File: src/rtl/mem_arbiter.sv
// Two-port arbiter for the 64x16 single-port memory: instruction fetch vs data bursts.
// Optional ARB_ROUND_ROBIN_EN: ties alternate; otherwise the data port always wins ties.
module mem_arbiter #(
  parameter int ADDR_W = 6,
  parameter int DATA_W = 16,
  parameter int LEN_W  = 3
) (
  input  logic              clk,
  input  logic              proc_rst,
  input  logic              if_req,
  input  logic [ADDR_W-1:0] if_addr,
  output logic [DATA_W-1:0] if_rdata,
  output logic              if_done,
  input  logic              d_req,
  input  logic              d_we,
  input  logic [ADDR_W-1:0] d_addr,
  input  logic [LEN_W-1:0]  d_len,
  input  logic [DATA_W-1:0] d_wdata,
  output logic              d_wnext,
  output logic [DATA_W-1:0] d_rdata,
  output logic              d_rvalid,
  output logic              d_done,
  output logic [ADDR_W-1:0] mem_addr,
  output logic [DATA_W-1:0] mem_in,
  output logic              mem_write,
  output logic              mem_read,
  input  logic [DATA_W-1:0] mem_out,
  output logic              owner,
  output logic              busy
);

  typedef enum logic [2:0] {
    ST_IDLE  = 3'd0,
    ST_IF_RD = 3'd1,
    ST_D_RD  = 3'd2,
    ST_D_WR  = 3'd3,
    ST_FLUSH = 3'd4
  } state_t;

  localparam logic [ADDR_W-1:0] ADDR_ONE = {{(ADDR_W-1){1'b0}}, 1'b1};
  localparam logic [LEN_W-1:0]  LEN_ONE  = {{(LEN_W-1){1'b0}}, 1'b1};

  state_t             state_r;
  logic [ADDR_W-1:0]  beat_addr_r;
  logic [LEN_W-1:0]   remain_r;
  logic               wr_gap_r;
  logic               grant_data_s;
  logic               grant_fetch_s;

  // Grant decision; a done pulse still visible blocks a new grant for one cycle.
  always_comb begin
    grant_data_s  = 1'b0;
    grant_fetch_s = 1'b0;
    if (if_done || d_done) begin
      grant_data_s  = 1'b0;
      grant_fetch_s = 1'b0;
    end else begin
`ifdef ARB_ROUND_ROBIN_EN
      grant_data_s  = d_req && (!if_req || !owner);
`else
      grant_data_s  = d_req;
`endif
      grant_fetch_s = if_req && !grant_data_s;
    end
  end

  // Arbiter FSM with all outputs registered.
  always_ff @(posedge clk) begin
    if (proc_rst) begin
      state_r     <= ST_IDLE;
      beat_addr_r <= '0;
      remain_r    <= '0;
      wr_gap_r    <= 1'b0;
      mem_write   <= 1'b1;
      mem_read    <= 1'b1;
      mem_addr    <= '0;
      mem_in      <= '0;
      if_done     <= 1'b0;
      d_done      <= 1'b0;
      d_rvalid    <= 1'b0;
      d_wnext     <= 1'b0;
      if_rdata    <= '0;
      d_rdata     <= '0;
      owner       <= 1'b0;
      busy        <= 1'b0;
    end else begin
      if_done  <= 1'b0;
      d_done   <= 1'b0;
      d_rvalid <= 1'b0;
      d_wnext  <= 1'b0;
      case (state_r)
        ST_IDLE: begin
          if (grant_data_s) begin
            owner       <= 1'b1;
            busy        <= 1'b1;
            beat_addr_r <= d_addr;
            remain_r    <= d_len;
            mem_addr    <= d_addr;
            wr_gap_r    <= 1'b0;
            if (d_we) begin
              state_r   <= ST_D_WR;
              mem_write <= 1'b0;
              mem_in    <= d_wdata;
            end else begin
              state_r   <= ST_D_RD;
              mem_read  <= 1'b0;
            end
          end else if (grant_fetch_s) begin
            owner       <= 1'b0;
            busy        <= 1'b1;
            beat_addr_r <= if_addr;
            mem_addr    <= if_addr;
            mem_read    <= 1'b0;
            state_r     <= ST_IF_RD;
          end else begin
            busy        <= 1'b0;
          end
        end
        ST_IF_RD: begin
          if_rdata <= mem_out;
          if_done  <= 1'b1;
          mem_read <= 1'b1;
          busy     <= 1'b0;
          state_r  <= ST_IDLE;
        end
        ST_D_RD: begin
          // Every edge here closes a strobed beat, so the read data is live.
          d_rdata  <= mem_out;
          d_rvalid <= 1'b1;
          if (remain_r == '0) begin
            mem_read <= 1'b1;
            d_done   <= 1'b1;
            state_r  <= ST_FLUSH;
          end else begin
            remain_r    <= remain_r - LEN_ONE;
            beat_addr_r <= beat_addr_r + ADDR_ONE;
            mem_addr    <= beat_addr_r + ADDR_ONE;
          end
        end
        ST_D_WR: begin
          // The requester only updates d_wdata after seeing d_wnext,
          // so each written beat is followed by a strobe-high turnaround cycle.
          if (!wr_gap_r) begin
            mem_write <= 1'b1;
            d_wnext   <= 1'b1;
            if (remain_r == '0) begin
              d_done  <= 1'b1;
              state_r <= ST_FLUSH;
            end else begin
              wr_gap_r    <= 1'b1;
              remain_r    <= remain_r - LEN_ONE;
              beat_addr_r <= beat_addr_r + ADDR_ONE;
            end
          end else begin
            wr_gap_r  <= 1'b0;
            mem_write <= 1'b0;
            mem_in    <= d_wdata;
            mem_addr  <= beat_addr_r;
          end
        end
        ST_FLUSH: begin
          mem_read  <= 1'b1;
          mem_write <= 1'b1;
          busy      <= 1'b0;
          state_r   <= ST_IDLE;
        end
        default: begin
          mem_read  <= 1'b1;
          mem_write <= 1'b1;
          busy      <= 1'b0;
          state_r   <= ST_IDLE;
        end
      endcase
    end
  end

endmodule
File: config.mk
export PLATFORM = sky130hd
export DESIGN_NAME = mem_arbiter
export DESIGN_NICKNAME = d
export VERILOG_FILES = /design/src/rtl/mem_arbiter.sv
export SDC_FILE = /design/constraint.sdc
export NUM_CORES = 1
export LEC_CHECK = 0
export CELL_PAD_IN_SITES_DETAIL_PLACEMENT = 1
export CELL_PAD_IN_SITES_GLOBAL_PLACEMENT = 1
export CORE_AREA = 4 4 106 108
export CTS_BUF_LIST = sky130_fd_sc_hd__clkbuf_16
export DETAILED_ROUTE_END_ITERATION = 12
export DIE_AREA = 0 0 110 112
export PLACE_DENSITY = 0.85
export SLEW_MARGIN = 0
export SYNTH_ARGS = -nofsm -noshare
export SYNTH_HDL_FRONTEND = slang
export SYNTH_SLANG_ARGS = --single-unit
File: constraint.sdc
create_clock -name clk -period 2.3 [get_ports clk]
set_input_delay 0.46 -clock clk [delete_from_list [all_inputs] [get_ports clk]]
set_output_delay 0.46 -clock clk [all_outputs]
set_load 0.02 [all_outputs]
# After elaboration in Yosys (flattened, before gate mapping)
# Cells that the tools add are included.
dict set report totals {
  ff_bits 75
  inputBits 52
  out_inout_bits 62
  wordCells 97
}
dict set report op_classes {
  n_addsub 2
  n_eq_ne 11
  muxes 46
  bitwise 2
  n_reduce_logical 20
}
# op n
set op_table {}
lappend op_table {{$mux 16} 3}
lappend op_table {{$mux 6} 6}
lappend op_table {{$pmux 6 s3} 2}
lappend op_table {{$pmux 16 s2} 1}
lappend op_table {{$mux 3} 7}
lappend op_table {{$mux 1} 20}
lappend op_table {{$pmux 3 s3} 2}
lappend op_table {{$ne 2x2->1 const B} 6}
lappend op_table {{$reduce_and 4->1} 3}
lappend op_table {{$reduce_and 3->1} 3}
lappend op_table {{$add 6x1->6 const B} 1}
lappend op_table {{$eq 3x2->1 const B} 2}
lappend op_table {{$logic_not 3->1} 2}
lappend op_table {{$ne 3x3->1 const B} 2}
lappend op_table {{$pmux 1 s2} 3}
lappend op_table {{$pmux 1 s3} 2}
lappend op_table {{$reduce_and 2->1} 3}
lappend op_table {{$reduce_or 2->1} 3}
lappend op_table {{$reduce_bool 2->1} 2}
lappend op_table {{$eq 3x1->1 const B} 1}
lappend op_table {{$reduce_bool 3->1} 1}
lappend op_table {{$sub 3x1->3 const B} 1}
lappend op_table {{$not 1->1} 2}
lappend op_table {{$logic_and 1x1->1} 1}
lappend op_table {{2 further kinds} 2}

# Depth between registers and ports, before layout
dict set report logic_depth {
  word_depth 6
  depth_mapped 6
  ltp_nobuf 6
}

# Worst setup path before layout
# Ideal clock, no wire load.
dict set report synth_path {
  kind {input port to flip-flop}
  startpoint {in d_req}
  endpoint {reg mem_addr[0]}
  setup_time_ns 0.119
  arrival_ns 1.632
  t_required_ns 2.181
  slack_ns 0.549
  path_stages 5
  path_buffers 1
  path_cell_list {nor3b_1 > buf_4 > mux2_1 > a221o_1 > o221a_2}
}
dict set report synth_between {
  elab_chain_len 5
  word_cells_on_any_way 8
  classes_between {1 x eq/ne; 4 x mux; 3 x reduce/logical}
}
# item line
set synth_lines {}
lappend synth_lines {{start, declared} 14} ;# input logic d_req,
lappend synth_lines {{$logic_not 1->1} 63} ;# grant_fetch_s = if_req && !grant_data_s;
lappend synth_lines {{$logic_and 1x1->1} 63}
lappend synth_lines {{$mux 1} 54} ;# if (if_done || d_done) begin
lappend synth_lines {{$ne 3x3->1 (no line)} -}
lappend synth_lines {{$reduce_and 4->1 (no line)} -}
lappend synth_lines {{end signal, assigned} 98} ;# mem_addr <= d_addr;
lappend synth_lines {{end signal, assigned} 112} ;# mem_addr <= if_addr;
lappend synth_lines {{end signal, assigned} 137} ;# mem_addr <= beat_addr_r + ADDR_ONE;
lappend synth_lines {{end, declared} 23} ;# output logic [ADDR_W-1:0] mem_addr,
# Several ways; a longest one is shown, not always the timed one.
# A chain may end at the register's enable or synchronous reset.

# Worst setup path after layout
dict set report layout_path {
  startpoint {reg state_r[1]}
  endpoint {reg mem_in[12]}
}
dict set report layout_between {
  elab_chain_len 3
  word_cells_on_any_way 8
  classes_between {4 x eq/ne; 1 x mux; 3 x reduce/logical}
}
# item line
set layout_lines {}
lappend layout_lines {{start, declared} 43} ;# state_t state_r;
lappend layout_lines {{start signal, assigned} 70} ;# state_r <= ST_IDLE;
lappend layout_lines {{start signal, assigned} 101} ;# state_r <= ST_D_WR;
lappend layout_lines {{start signal, assigned} 105} ;# state_r <= ST_D_RD;
lappend layout_lines {{$eq 3x2->1 or $logic_not 3->1 (tied branches)} 91} ;# case (state_r)
lappend layout_lines {{$ne 2x2->1 (no line) or $reduce_bool 2->1 (tied branches)} -}
lappend layout_lines {{$reduce_and 4->1 (no line)} -}
lappend layout_lines {{end signal, assigned} 103} ;# mem_in <= d_wdata;
lappend layout_lines {{end signal, assigned} 157} ;# mem_in <= d_wdata;
lappend layout_lines {{end, declared} 24} ;# output logic [DATA_W-1:0] mem_in,
# Several ways; a longest one is shown, not always the timed one.

==> impl_metrics.ini <==
[outcome]
status = finished clean

[worst_setup_path]
critPathKind = flop to flop
critPathRequiredTime_ps = 2520
r2r-end = mem_in[12]
r2r_cells = 4
critPathLaunchType = flop
critPathMaxFanout = 16
endpoint_kind = flop
r2r-start = state_r[1]
cp_data_arrival_time_ps = 2240
r2r_slack_ps = 270

[power]
pwr-share-comb_pct = 41.2
p_int_mw = 3.453
netSwitchingFraction_pct = 37.85
p_clk_share_pct = 26.0
pwr_density_cell_nw_per_um2 = 1141
ir_worst_vdd_uv = 345.5
leakagePower_nw = 1.858
power.switching_mw = 2.103
seqPwrFrac_pct = 32.8

[layout]
antenna_cells = 0
fillCellCount = 1197
drive_gt1_share_pct = 9.467
finalNonFillerCells = 643
layout.area.seq_um2 = 1501
area.growth.synth_to_final_pct = 50.50
layout_common_cells = 112 x clkdlybuf4s50_1, 82 x nand2_1, 75 x dfxtp_1, 46 x a21oi_1, 33 x nor2_1
final_area_um2 = 4870
final_common_cell = clkdlybuf4s50_1
layout.nets = 557
multi_input_area_um2 = 1595

[synth]
synth.avg_cell_area_um2 = 8.470
synthesis.instances = 382
yosys_warnings = 0
synth_cell_types = 53
ys_ff_latch = 75
synth.yosys.seq_area_share_pct = 46.40
synth_area_um2 = 3236
synth-edff-count = 0
synth_fp_nets = 437
synth_flop_cell = dfxtp_1
ys_async_sr_fraction_pct = 0

[clock_tree]
htreeDepth = 3
clkLatencyLatePin_ps = 340
cts_tree = built
cts_sinks = 75
cts.root.buffer_cell = clkbuf_16
cts_setup_buffers = 0
path_clk_slew_ps = 60
cts_made_buffers = 9
cts_buffer_depth = 2

[floorplan]
io_pins = 114
rows = 37
core-area_um2 = 10230
die_w_um = 110
dieArea_um2 = 12320
fp.dieH_um = 112
start_util_pct = 31.63

[drt]
avgViaCountPerCell = 5.002
drt_iter0_markers = 161
first_pass_iters = 4
drc_errors = 0
routed-via-count = 3216
wl_um = 10950
avgRoutedWirePerCell_um = 17.03
postRouteAntennaNets = 0

[sta]
fin_crit_ps = 2028
fin_skew_ps = 6.896
fmax_ghz = 0.4932
tightest_slew_ps = 799.6
layout_setup_ws_ps = 272.3
slew_headroom_pct = 46.69
slew_violations = 0
finalHoldViolations = 0
period_share_pct = 88.16
rsz0062_at_grt = false
setup_viol = 0

[global_routing]
antenna_found_initial = 0
grt_usage_pct = 18.33
gr-total-overflow = 0
grt_pass1_wl_um = 17780
first_global_vias = 3472
grt_max_degree = 35

[placement]
port_buffers = 113
preCtsSetupSlack_ps = -55.21
dp_hpwl_um = 7887
routabilityCongestion = 0.8225
placedInstanceArea_um2 = 4567
dp_cells = 627

[run]
timing.max_cap.violations = 0

[min_path]
hold_depth = 2
hold_class = flop to flop
min_to = d_rdata[0]
holdCritStartpoint = d_rdata[0]
==> worst max-delay path by stage <==
stage               start          end
2_1_floorplan       d_req  mem_addr[0]
3_3_place_gp        d_req  mem_addr[0]
3_5_place_dp        d_req   mem_in[15]
4_1_cts        state_r[1]   d_rdata[7]
5_1_grt        state_r[1]   mem_in[12]
6_report       state_r[1]   mem_in[12]
==> synthesized netlist by cell type, drive strengths merged, types with 5 or more instances <==
cell / number / share of area [%]
nand3: 5 / 0.77
a21oi: 46 / 7.1
mux2i: 20 / 6.2
nor3: 12 / 2.0
o21ai: 7 / 1.1
inv: 9 / 1.0
a211oi: 6 / 1.4
dfxtp: 75 / 46
nor2: 35 / 4.1
buf: 8 / 1.6
nor2b: 5 / 0.97
nand2: 82 / 9.5
mux2: 5 / 1.7
o32ai: 7 / 1.9
clkbuf: 15 / 1.7
==> critical path, stage by stage, from the launching register on <==
cell and delay, ps:
dfxtp_1 620, nor2_1 180, a32oi_4 730, mux2i_1 300
nor2_1 60
==> area by class of cell <==
class / instances / share of cell area [%]
repair buffers: 132 / 26.05
well taps: 136 / 3.494
clock inverters: 7 / 1.542
flip-flops and latches: 75 / 30.83
inverters: 9 / 0.6937
multi-input cells: 275 / 32.76
clock buffers: 9 / 4.625
==> state kept, by name, summed over array words and instances, names as in the netlist <==
name,flops
d_rdata,16
if_rdata,16
mem_in,16
beat_addr_r,6
mem_addr,6
remain_r,3
state_r,3
busy,1
d_done,1
d_rvalid,1
d_wnext,1
if_done,1
mem_read,1
mem_write,1
owner,1
wr_gap_r,1
==> kinds of logic (layout without fill, tap and decap cells) <==
kind of cell / Yosys count / count (layout) / share of synthesized area (%)
compound gates: 90 / 90 / 18.52
xor+xnor: 2 / 2 / 0.5415
fa+ha+maj: 3 / 3 / 1.160
flops: 75 / 75 / 46.40
simple gates: 155 / 155 / 21.08
buf+inv: 32 / 157 / 4.369
mux: 25 / 25 / 7.927
==> through the flow <==
step	hold WS, ps	utilization (%)	total power, mW	TNS [ps]
6_report	454.4	47.60	5.556	0
5_1_grt	466.0	47.60	5.911	0
4_1_cts	459.3	47.57	5.608	0
3_5_place_dp	451.9	44.64	4.131	-532.3
3_3_place_gp	442.6	44.64	4.025	0
2_1_floorplan	474.5	-	3.142	0
==> metal layers <==
layer	GRT usage (%)	share of wire [%]	up-vias
met3	3.652	4.7	16
met1	21.25	41	1566
met5	0	0	-
met2	32.12	52	68
li1	-	-	1566
met4	7.814	2.1	0
==> repair_timing <==
action | in CTS | in global routing
hold buffers | 0 | 0
setup endpoints to repair | 0 | 1
resized for setup | 0 | 1
hold endpoints to repair | 0 | 0
==> power by group through the flow <==
stage	Clock, mW	Sequential, mW	Combinational (mW)
after floorplan	0	2.04	1.10
after global placement	0	1.83	2.20
after detailed placement	0	1.85	2.28
after CTS	1.47	1.82	2.31
after global routing	1.54	1.87	2.50
final	1.44	1.82	2.29
(Power assumes the default switching activity.)
==> variant 1 (same settings) <==
The parameter `ADDR_W` goes from 6 to 8.
--- a/src/rtl/mem_arbiter.sv
+++ b/src/rtl/mem_arbiter.sv
@@ -1,7 +1,7 @@
 // Two-port arbiter for the 64x16 single-port memory: instruction fetch vs data bursts.
 // Optional ARB_ROUND_ROBIN_EN: ties alternate; otherwise the data port always wins ties.
 module mem_arbiter #(
-  parameter int ADDR_W = 6,
+  parameter int ADDR_W = 8,
   parameter int DATA_W = 16,
   parameter int LEN_W  = 3
 ) (
Ports: changed (resized d_addr, if_addr and mem_addr); port bits go from 114 to 120. The function was not compared with the original's and may differ.
==> variant 1 against the unedited design <==
- die area did not move
- hold slack got worse by 0.0018 ns
- critical path type is now flop to primary output
- total power fell by 13%
- largest power group is now sequential cells
- synthesized cell count rose by 16%
- final area rose by 6.1%
- wire length rose by 4.7%
- setup slack improved by 0.059 ns
- highest routed layer unchanged
- final cell count rose by 9.0%
- synthesized area rose by 8.9%
- sequential cell count rose by 4
==> variant 1: results (changes against the unedited design) <==
The longest individual stage delay on the worst path is 0.68 ns (-0.05 ns). The highest fanout seen on the critical path is 6 (-10). The max capacitance violation total was 0 (unchanged). In this run the critical register-to-register path is captured at mem_addr[2]. Violation count after the first detailed-routing iteration: 148 (-8.1%). The commonest register cell after synthesis is dfxtp_1.

The tools report the via count of the first global-routing pass as 3857 (+11%). The run gives 0.3573 mV (+3.4%) as the largest voltage drop on the vdd net. The pin count of the biggest net entering global routing came out at 38 (+8.6%). The average cell area after synthesis is 7.953 sq um (-6.1%). The run gives 0.8370 (+1.8%) as the placer congestion estimate. For the leakage dissipation, the log shows 1.872 nW (+0.74%). The cell with the largest stage delay on the worst path was clkdlybuf4s50_1. For the number of nets produced by synthesis, the log shows 502 (+15%). The setup slack of the most critical reg-to-reg path was 0.37 ns (+0.10 ns). The gate family responsible for the most delay along the worst path was buffers and inverters.

The tools report the overall global routing resource usage as 19.27% (+0.94 points). The number of cells after detailed placement is 686 (+9.4%). The commonest cells after synthesis are nand2_1 (124), dfxtp_1 (79), a21oi_1 (74), nor2_1 (23), o21ai_0 (14).

After synthesis, the cell types taking the most area are dfxtp_1 (45%), nand2_1 (13%), a21oi_1 (11%), nor2_1 (2.5%), nand2b_1 (2.1%). The share of layout cells above drive strength 1 is 8.142% (-1.3 points), and the register area share after synthesis is 44.89% (-1.5 points). The tools report the post-layout net count as 620 (+11%). The critical path starts at if_done. The flow ran to the end, and the final reports show no timing, DRC or antenna violations. Total wire length: 11460 um (+4.7%). The clock tree skew after final layout was 0.006972 ns (+0.00007628 ns). The number of unique standard cell types used by synthesis was 49 (-7.5%).

The most critical setup path has its endpoint at if_done. The number of I/O port buffers was 119 (+5.3%); the worst path arrival time was 1.51 ns (-0.73 ns). For the wire length of the first global-routing pass, the log shows 18980 um (+6.7%). The via-per-instance ratio is 5.037 (+0.71%), and the logic depth of the worst register-to-register path is 6 (+2).

The total via count in the routed design is 3531 (+9.8%).
## variant 1: cell types whose count changed after synthesis, sizes merged, moves of 8 or more
cell	change
nand2	+43
a21oi	+30
o21ai	+16
mux2i	-13
nor2	-10
buf	+9
nand2b	+8
## variant 1: through the flow
stage	power, W	setup slack [ns]	hold slack, ns	area [sq um]	utilization, %
floorplan	0.002770	0.7031	0.4696	3523	-
global placement	0.003427	0.1347	0.4416	4878	47.68
detailed placement	0.003498	0.04850	0.4481	4878	47.68
CTS	0.004917	0.3193	0.4541	5166	50.50
global route	0.005167	0.2325	0.4738	5166	50.50
finish	0.004857	0.3312	0.4526	5166	50.50
## variant 1: cells by family (layout without fill, tap and decap cells)
group,Yosys count,count (layout),share of synthesized area [%]
DFF,79,79,44.89
xor gates and xnor gates,5,5,1.243
buffers and inverters,33,155,4.688
and+or+nand+nor,200,200,26.81
muxes,7,7,1.989
AOI/OAI and AO/OA,116,116,19.32
adders and majority gates,3,3,1.065
## variant 1: worst min-delay path by stage
stage | slack (ns) | endpoint | from | depth (start not counted)
final | 0.45 | if_rdata[14] | if_rdata[14] | 2
after global routing | 0.47 | if_rdata[7] | if_rdata[7] | 2
after CTS | 0.45 | if_rdata[14] | if_rdata[14] | 2
after detailed placement | 0.45 | if_rdata[14] | if_rdata[14] | 2
after global placement | 0.44 | if_rdata[11] | if_rdata[11] | 2
after floorplan | 0.47 | beat_addr_r[1] | beat_addr_r[1] | 2
## variant 1: final cells by class
class / instances / area [sq um] / area share [%]
clock buffers: 9 / 225.2 / 4.359
clock inverters: 6 / 62.56 / 1.211
inverters: 5 / 18.77 / 0.3633
multi-input cells: 331 / 1777 / 34.39
flip-flops and latches: 79 / 1582 / 30.61
well taps: 136 / 170.2 / 3.294
repair buffers: 135 / 1331 / 25.77
## variant 1: metal layers
| layer | routed length, um | global-route usage, % | up-vias |
|---|---|---|---|
| met1 | 4625 | 21.14 | 1701 |
| li1 | - | - | 1734 |
| met4 | 160 | 5.736 | 0 |
| met3 | 663 | 5.159 | 12 |
| met5 | 0 | 0 | - |
| met2 | 6012 | 35.44 | 84 |
## variant 1: report_power, final
group	leakage (nW)	total (W)	internal, W	switching [W]
Sequential	0.645	0.00176	0.00158	0.000184
Clock	0.135	0.00139	0.000831	0.000561
Combinational	1.09	0.00170	0.000759	0.000945
==> variant 2 (same settings) <==
Without the edit above. Encoding of `state_t`: now one-hot (5 bits for 5 states).
--- a/src/rtl/mem_arbiter.sv
+++ b/src/rtl/mem_arbiter.sv
@@ -29,12 +29,12 @@
   output logic              busy
 );
 
-  typedef enum logic [2:0] {
-    ST_IDLE  = 3'd0,
-    ST_IF_RD = 3'd1,
-    ST_D_RD  = 3'd2,
-    ST_D_WR  = 3'd3,
-    ST_FLUSH = 3'd4
+  typedef enum logic [4:0] {
+    ST_IDLE  = 5'b00001,
+    ST_IF_RD = 5'b00010,
+    ST_D_RD  = 5'b00100,
+    ST_D_WR  = 5'b01000,
+    ST_FLUSH = 5'b10000
   } state_t;
 
   localparam logic [ADDR_W-1:0] ADDR_ONE = {{(ADDR_W-1){1'b0}}, 1'b1};
Formal check against the unedited RTL: no difference found for any inputs over 4 cycles, from zero or initial values and one cycle with proc_rst high; so few cycles prove little.
==> variant 2 against the unedited design <==
- wire length grew 2.2%
- die area stayed put
- setup slack worse by 0.11 ns
- global-route usage grew 0.66 points
- synthesized area is 0.27% higher
- final area rose by 2.2%
- sequential cell count increased by 2
- sequential share of layout area up 0.13 points
Power is not compared: it rests on default switching activity, and its combinational part moved more than twofold at a synthesized area within 25%.
==> variant 2: results (changes against the unedited design) <==
The number of nets produced by synthesis is 433 (-0.92%). The clock tree skew after final layout is 0.008798 ns (+0.001903 ns), and the average cell area after synthesis is 8.583 sq um (+1.3%). Total wire length: 11190 um (+2.2%). Logic depth of the worst register-to-register path: 6 (+2).

The logs give -0.1234 ns (-0.06819 ns) for the pre-CTS setup slack and 46 (-13%) for the number of unique standard cell types used by synthesis. The logs give 2.39 ns (+0.15 ns) for the worst path arrival time and 575 um (+13%) for the length of routed met3 wiring. The tools report the detailed-routed wire length on met2 as 5912 um (+3.2%). The flow ran to the end, and the final reports show no timing, DRC or antenna violations.

The share of layout cells above drive strength 1 was 10.37% (+0.90 points). The cell with the largest stage delay on the worst path is or4b_4. The longest individual stage delay on the worst path works out to 0.56 ns (-0.17 ns). The run gives 8084 um (+2.5%) as the final HPWL from detailed placement.

The register area share after synthesis was 47.51% (+1.1 points). The final cell count without fillers was 647 (+0.62%); the overall global routing resource usage was 18.99% (+0.66 points). The highest fanout seen on the critical path came out at 10 (-6).

Yosys attributes the largest share of cell area to dfxtp_1 (48%), nand2_1 (9.0%), mux2i_1 (8.3%), a21oi_1 (7.1%), nor2_1 (5.1%). Sorting the synthesized cells by how often they occur yields nand2_1 (78), dfxtp_1 (77), a21oi_1 (46), nor2_1 (44), mux2i_1 (27). The post-placement cell area is 0.004652 sq mm (+1.9%).

The logs give 0.7865 (-4.4%) for the placer congestion estimate and 3218 (+0.062%) for the total via count in the routed design. The tools report the wire length of the first global-routing pass as 18440 um (+3.7%). The number of cells after detailed placement is 631 (+0.64%). The relative max-transition margin was 50.29% (+3.6 points); the via count of the first global-routing pass was 3572 (+2.9%).
variant 2: cell types whose count changed in the layout (fill, tap and decap cells not counted), moves of 3 or more:
cell / change
inv_1: -5
nand3b_1: +4
buf_4: +7
or3_1: +3
nor2_1: +10
o32ai_1: -7
nor3_1: -5
mux2i_1: +7
mux2_2: -4
nand2_1: -4
variant 2: report_power, final:
| part | total, W | switching (W) | internal, W |
|---|---|---|---|
| sequential | 0.00148 | 0.0000657 | 0.00142 |
| clock | 0.00153 | 0.000577 | 0.000956 |
| combinational | 0.000771 | 0.000391 | 0.000380 |
variant 2: per-layer routing:
metal	vias up	track usage [%]
met4	0	5.736
li1	1563	-
met5	-	0
met3	13	4.464
met2	86	34.47
met1	1556	21.59
variant 2: logic make-up (layout without fill, tap and decap cells):
family | count (synthesis) | after routing | share of synthesized area [%]
buf+inv | 26 | 159 | 3.548
simple gates | 161 | 161 | 22.33
flops | 77 | 77 | 47.51
compound gates | 79 | 79 | 15.77
fa+ha+maj | 3 | 3 | 1.157
xor+xnor | 5 | 5 | 1.350
mux | 27 | 27 | 8.330
variant 2: timing repair:
item	4_1_cts	5_1_grt
setup endpoints to repair	0	2
endpoints found under the hold margin	0	0
gates resized for setup	0	2
variant 2: path summary, 6_finish.rpt:
path,startpoint,end,slack (ns)
max reg2reg,d_done,beat_addr_r[0],0.17
min,d_rdata[13],d_rdata[13],0.46
min reg2reg,d_rdata[13],d_rdata[13],0.46
max,d_done,beat_addr_r[0],0.17
variant 2: cell type report:
class	count	area [sq um]
fillers	1181	5253
repair buffers	140	1341
clock inverters	7	97.59
clock buffers	9	225.2
inverters	3	11.26
flip-flops and latches	77	1541
multi-input cells	275	1592
well taps	136	170.2
